### src/rtl/spi_pkg.sv
`timescale 1ns/1ps
// Shared SPI definitions: FSM state type, bus mode and default word width.
// Latency: n/a (declarations and a pure helper function only).
// Backpressure: n/a.
package spi_pkg;

    typedef enum logic {
        IDLE   = 1'b0,
        ACTIVE = 1'b1
    } spi_slave_state_t;

    // Mode 0: sclk idles low, data sampled on rising edge, changed on falling edge.
    localparam int SPI_MODE = 0;

    // Word width shared by the spi master and responder.
    localparam int SPI_DATA_W = 8;

    // Saturating 8-bit increment used for the per-frame word counter.
    function automatic logic [7:0] sat_inc8(input logic [7:0] v);
        return (v == 8'hFF) ? v : v + 8'd1;
    endfunction

endpackage

### src/rtl/spi_sync_edge.sv
`timescale 1ns/1ps
// Multi-flop synchroniser for one asynchronous input with rise/fall pulses.
// Latency: STAGES clk cycles to sync, edge pulse in the cycle sync changes.
// Backpressure: none; pulses are single-cycle and cannot be stalled.
//
// Ports:
//   clk, rst_n : system clock, asynchronous active-low reset
//   din        : asynchronous input
//   sync       : synchronised level
//   rise, fall : one-cycle pulses on synchronised transitions
module spi_sync_edge #(
    parameter int   STAGES    = 2,
    parameter logic RESET_VAL = 1'b0
) (
    input  logic clk,
    input  logic rst_n,
    input  logic din,
    output logic sync,
    output logic rise,
    output logic fall
);

    logic [STAGES-1:0] chain;
    logic              hist;
    // Fills with ones after reset; edges are only reported once the history
    // flop holds a real sample of din rather than the reset value. This keeps
    // a line that is already at its active level at reset release from
    // looking like a fresh transition.
    logic [STAGES:0]   primed;

    always_ff @(posedge clk or negedge rst_n) begin
        if (!rst_n) begin
            chain  <= {STAGES{RESET_VAL}};
            hist   <= RESET_VAL;
            primed <= '0;
        end else begin
            chain  <= {chain[STAGES-2:0], din};
            hist   <= chain[STAGES-1];
            primed <= {primed[STAGES-1:0], 1'b1};
        end
    end

    assign sync = chain[STAGES-1];
    assign rise = primed[STAGES] &  sync & ~hist;
    assign fall = primed[STAGES] & ~sync &  hist;

endmodule

### src/rtl/spi_slave.sv
`timescale 1ns/1ps
// SPI mode-0 responder, MSB first, oversampling sclk/cs/mosi on clk.
// Latency: rx_valid one clk after the synchronised last sclk rise; miso one clk after sync edge.
// Backpressure: one-entry tx buffer via tx_valid/tx_ready; rx has no backpressure (strobe).
//
// Ports:
//   clk, rst_n          : system clock (>= 8x sclk), asynchronous active-low reset
//   sclk, cs, mosi      : SPI bus from the master (cs active low)
//   miso, miso_oe       : serial data to master and its drive enable
//   tx_data/valid/ready : transmit word handshake into the one-entry buffer
//   rx_data, rx_valid   : last received word and its one-cycle strobe
//   busy                : synchronised cs inverted
//   frame_words         : words received in the current/last frame
//                         (only when SPI_SLAVE_WORD_CNT_EN is defined)
//
// Optional build macro: SPI_SLAVE_WORD_CNT_EN adds the frame_words output.
module spi_slave
    import spi_pkg::*;
#(
    parameter int                 DATA_W      = SPI_DATA_W,
    parameter logic [DATA_W-1:0]  DEFAULT_TX  = DATA_W'(8'hFF),
    parameter int                 SYNC_STAGES = 2
) (
    input  logic              clk,
    input  logic              rst_n,
    input  logic              sclk,
    input  logic              cs,
    input  logic              mosi,
    output logic              miso,
    output logic              miso_oe,
    input  logic [DATA_W-1:0] tx_data,
    input  logic              tx_valid,
    output logic              tx_ready,
    output logic [DATA_W-1:0] rx_data,
    output logic              rx_valid,
`ifdef SPI_SLAVE_WORD_CNT_EN
    output logic [7:0]        frame_words,
`endif
    output logic              busy
);

    localparam int CNT_W = (DATA_W > 2) ? $clog2(DATA_W) : 1;
    localparam logic [CNT_W-1:0] LAST_BIT = CNT_W'(DATA_W - 1);

    // ------------------------------------------------------------------
    // Synchronisers. mosi uses the same depth as sclk so the sampled data
    // bit lines up with the detected sclk rising edge.
    // ------------------------------------------------------------------
    logic sclk_level_unused;
    logic sclk_rise, sclk_fall;
    logic cs_sync, cs_rise, cs_fall;
    logic [SYNC_STAGES-1:0] mosi_chain;
    logic mosi_sync;

    spi_sync_edge #(
        .STAGES    (SYNC_STAGES),
        .RESET_VAL (1'b0)
    ) u_sync_sclk (
        .clk   (clk),
        .rst_n (rst_n),
        .din   (sclk),
        .sync  (sclk_level_unused),
        .rise  (sclk_rise),
        .fall  (sclk_fall)
    );

    // cs resets to the deselected level so busy reads 0 out of reset.
    spi_sync_edge #(
        .STAGES    (SYNC_STAGES),
        .RESET_VAL (1'b1)
    ) u_sync_cs (
        .clk   (clk),
        .rst_n (rst_n),
        .din   (cs),
        .sync  (cs_sync),
        .rise  (cs_rise),
        .fall  (cs_fall)
    );

    always_ff @(posedge clk or negedge rst_n) begin
        if (!rst_n) begin
            mosi_chain <= '0;
        end else begin
            mosi_chain <= {mosi_chain[SYNC_STAGES-2:0], mosi};
        end
    end

    assign mosi_sync = mosi_chain[SYNC_STAGES-1];

    // ------------------------------------------------------------------
    // State
    // ------------------------------------------------------------------
    spi_slave_state_t  state;
    logic [CNT_W-1:0]  bit_cnt;
    logic [DATA_W-1:0] tx_shift;
    logic [DATA_W-1:0] rx_shift;
    logic [DATA_W-1:0] tx_buf;
    logic              tx_full;

    logic [DATA_W-1:0] load_word;
    logic [DATA_W-1:0] rx_next;
    logic              word_start;
    logic              tx_accept;

    // A word starts on cs falling edge, or on the sclk falling edge that
    // follows the last bit of a word while cs stays low. A cs rise in the
    // same cycle overrides any sclk edge.
    assign word_start = ((state == IDLE)   && cs_fall) ||
                        ((state == ACTIVE) && !cs_rise && sclk_fall && (bit_cnt == '0));

    // The load uses the buffer contents from before this cycle: a word
    // accepted in the same cycle stays queued for the following word.
    assign load_word = tx_full ? tx_buf : DEFAULT_TX;
    assign tx_accept = tx_valid && !tx_full;
    assign rx_next   = {rx_shift[DATA_W-2:0], mosi_sync};

    // Transmit buffer: accept and consume are mutually exclusive because
    // accept needs it empty and consume needs it full.
    always_ff @(posedge clk or negedge rst_n) begin
        if (!rst_n) begin
            tx_buf  <= '0;
            tx_full <= 1'b0;
        end else if (word_start && tx_full) begin
            tx_full <= 1'b0;
        end else if (tx_accept) begin
            tx_buf  <= tx_data;
            tx_full <= 1'b1;
        end
    end

    assign tx_ready = !tx_full;
    assign busy     = !cs_sync;

    // ------------------------------------------------------------------
    // Bus FSM with registered outputs
    // ------------------------------------------------------------------
    always_ff @(posedge clk or negedge rst_n) begin
        if (!rst_n) begin
            state       <= IDLE;
            bit_cnt     <= '0;
            tx_shift    <= '0;
            rx_shift    <= '0;
            rx_data     <= '0;
            rx_valid    <= 1'b0;
            miso        <= 1'b0;
            miso_oe     <= 1'b0;
`ifdef SPI_SLAVE_WORD_CNT_EN
            frame_words <= 8'd0;
`endif
        end else begin
            rx_valid <= 1'b0;
            case (state)
                IDLE: begin
                    if (cs_fall) begin
                        state    <= ACTIVE;
                        bit_cnt  <= '0;
                        tx_shift <= load_word;
                        miso     <= load_word[DATA_W-1];
                        miso_oe  <= 1'b1;
`ifdef SPI_SLAVE_WORD_CNT_EN
                        frame_words <= 8'd0;
`endif
                    end
                end

                ACTIVE: begin
                    if (cs_rise) begin
                        // Partial rx word and the loaded tx word are dropped.
                        state   <= IDLE;
                        bit_cnt <= '0;
                        miso    <= 1'b0;
                        miso_oe <= 1'b0;
                    end else begin
                        if (sclk_rise) begin
                            rx_shift <= rx_next;
                            if (bit_cnt == LAST_BIT) begin
                                bit_cnt  <= '0;
                                rx_data  <= rx_next;
                                rx_valid <= 1'b1;
`ifdef SPI_SLAVE_WORD_CNT_EN
                                frame_words <= sat_inc8(frame_words);
`endif
                            end else begin
                                bit_cnt <= bit_cnt + 1'b1;
                            end
                        end
                        if (sclk_fall) begin
                            if (bit_cnt != '0) begin
                                tx_shift <= {tx_shift[DATA_W-2:0], 1'b0};
                                miso     <= tx_shift[DATA_W-2];
                            end else begin
                                // Word boundary inside a multi-word frame.
                                tx_shift <= load_word;
                                miso     <= load_word[DATA_W-1];
                            end
                        end
                    end
                end

                default: state <= IDLE;
            endcase
        end
    end

endmodule
### config.mk
export PLATFORM = sky130hd
export DESIGN_NAME = spi_slave
export DESIGN_NICKNAME = d
export VERILOG_FILES = /design/src/rtl/spi_pkg.sv /design/src/rtl/spi_sync_edge.sv /design/src/rtl/spi_slave.sv
export SDC_FILE = /design/constraint.sdc
export NUM_CORES = 1
export LEC_CHECK = 0
export ABC_AREA = 1
export ABC_CLOCK_PERIOD_IN_PS = 1270
export CORE_MARGIN = 4
export CORE_UTILIZATION = 48
export DETAILED_ROUTE_END_ITERATION = 10
export HOLD_SLACK_MARGIN = 0.12
export PLACE_DENSITY_LB_ADDON = 0.3
export SKIP_CTS_REPAIR_TIMING = 1
export SLEW_MARGIN = 15
export SYNTH_ARGS = -nofsm -noshare
export SYNTH_HDL_FRONTEND = slang
export SYNTH_SLANG_ARGS = --single-unit
### constraint.sdc
create_clock -name clk -period 1.27 [get_ports clk]
set_input_delay 0.1905 -clock clk [delete_from_list [all_inputs] [get_ports clk]]
set_output_delay 0.1905 -clock clk [all_outputs]
set_load 0.01 [all_outputs]
==> results.txt <==
Status: finished with violations
Failing checks: setup timing
Area Overhead vs Synth: 41.2%
CTS tree: done
Crit path DAT: 1.63 ns
R2R Path Start: u_sync_cs.chain[1]
LEAKAGE: 1.68 nW
Distinct cells, synth: 22
H-tree levels: 2
Routed length on met3: 154 um
Clk pin slew, worst setup/hold paths: 0.09 ns
Gpl congestion: 0.786
Worst skew pair latency: 0.31 ns
Boundary Pins: 27
First DRT Iteration DRCs: 92
All-layer global routing usage: 16.4%
# DRC: 0
GR Overflow Total: 0
Antenna violations before repair: 0
ANT cells: 0
Reg-to-reg slack, setup: -0.11 ns
Register area share after synthesis: 60.1%
Tightest hold margin: 0.284 ns
Worst path required time: 1.52 ns
Maximum VDD drop: 0.922 mV
Highest metal layer with signal wires: met4
Final Setup Violations: 25
Routed wire per std cell: 12.9 um
Met2 WL: 2.21 mm
Setup TNS: -1.37 ns
Critical Path Source: u_sync_cs.chain[1]
Hold_sp: cs
Clock sink count: 49
First-pass GRT wire length: 6.82 mm
Vias in the first global route: 1569
Final Hold Fails: 0
Final net count: 297
Most frequent cells in the layout: nand2_1, dfrtp_1, nand2_2
Row count: 23
RR Endpoint: tx_shift[5]
Place WS: -0.107 ns
Max_cap viols: 0
CP Class: reg2reg
R2R depth: 8
Synthesis-stage register bit count: 49
Drt total wl: 4.26 mm
Die area: 0.00537 mm^2
Die X: 73.3 um
Final instance area: 0.00289 mm^2
Fin crit period: 1.38 ns
Syn Nets: 242
Num CTS Buffers: 5
P per Cell Area: 1550 mW/mm^2
Mapped Area: 0.00205 mm^2
Routed vias: 1623
Dpl hpwl: 2.78 mm
Share of cells above drive strength 1: 33.1%
Util after Layout: 71.2%
Post-synthesis cell count: 225
Routed met1 length: 1.82 mm
Vias per cell: 4.90
Max Freq: 726 MHz
Startpoint types: flip-flop
Syn Area/Cell: 9.09 um^2
PortBufs: 26
CP endpoint kind: flip-flop
Crit path max fanout: 8
Clock buffer depth: 2
Clock root buffer: clkbuf_8
Tot Pwr: 4.47 mW
Antenna-violating nets left: 0
Largest net degree at the start of global routing: 28
Detailed Routing Iterations Pass 1: 4
WHS Path Cells: 1
YS warnings: 0
Die Y: 73.3 um
Placed inst area: 0.00244 mm^2
RSZ-0062 raised after global routing: true
Initial Util: 50.4%
Layout Skew: 0.00475 ns
Cells after DPL: 312
Most common cell after layout, fill and taps aside: nand2_1
Fin worst setup slack: -0.108 ns
Final non-filler cell total: 331
Total core area: 0.00406 mm^2
Post-route clock period utilization: 108%
Worst Hold End: u_sync_cs.chain[0]
HP Class: in2reg
Slew Viols, Final: 0
## flip-flops by register name, indices dropped and copies added (netlist names)
signal / count
u_sync_sclk.chain: 2
miso: 1
rx_data: 8
u_sync_cs.chain: 2
tx_buf: 8
tx_shift: 7
tx_full: 1
u_sync_sclk.primed: 1
u_sync_cs.primed: 2
state: 1
mosi_chain: 2
rx_shift: 7
u_sync_sclk.hist: 1
miso_oe: 1
bit_cnt: 3
rx_valid: 1
u_sync_cs.hist: 1
## per-layer routing
layer,track usage [%],vias up
met5,0,-
met2,27.4,25
li1,-,812
met3,4.65,6
met1,19.8,780
met4,7.17,0
## cell type report
class / count / area (um^2)
Timing Repair Buffer: 51 / 504
Clock inverter: 2 / 15.0
Fill cell: 276 / 1170
Multi-Input combinational cell: 153 / 922
Tap cell: 50 / 62.6
Clock buffer: 6 / 72.6
Sequential cell: 49 / 1230
Inverter: 20 / 80.1
## critical path, cell delays in order (launching register included)
cell	delay, ns
dfstp_2	0.55
buf_6	0.12
nand2_4	0.05
nor2_4	0.15
nor2_4	0.05
nand2_4	0.14
buf_4	0.13
nand3_1	0.05
nand2_1	0.07
## synthesized netlist by cell type
master,count,area [um^2]
o21ai_1,1,5.00
conb_1,1,3.75
nor2_1,8,30.0
nand2_1,88,330
nor2_2,2,12.5
nand3_1,22,110
buf_2,1,5.00
o21ai_0,7,35.0
ha_1,3,37.5
nor2_8,1,20.0
nor3_1,1,5.00
nand2_2,4,25.0
inv_1,17,63.8
a21oi_1,10,50.1
dfstp_2,3,78.8
dfrtp_1,46,1150
nand2_4,1,11.3
inv_2,3,11.3
nand3b_2,1,11.3
mux2_2,2,22.5
buf_6,2,22.5
clkbuf_1,1,3.75
## report_power, final
part / internal (mW) / switching, mW / leakage [nW]
combinational: 0.619 / 0.722 / 1.04
clock: 0.389 / 0.527 / 0.0374
sequential: 1.94 / 0.278 / 0.603
total: 2.94 / 1.53 / 1.68
## how the worst max path moves through the flow
stage	to	slack, ns	depth (start not counted)
floorplan	rx_data[0]	0.02	7
global placement	tx_shift[5]	-0.08	7
detailed placement	tx_shift[5]	-0.11	7
CTS	busy	-0.35	2
global route	tx_shift[2]	-0.15	8
finish	tx_shift[5]	-0.11	8
## logic make-up (layout without fill, tap and decap cells)
kind of cell / after synthesis / in the layout / synth area share, %
AND/OR/NAND/NOR: 128 / 129 / 27.2
flip-flops: 49 / 49 / 60.1
other: 1 / 1 / 0.183
buffers and inverters: 24 / 79 / 5.20
multiplexers: 2 / 2 / 1.10
adder cells (fa/ha/maj): 3 / 3 / 1.84
AO/OA/AOI/OAI: 18 / 18 / 4.40
Note: power is estimated with default switching activity, not from simulation.
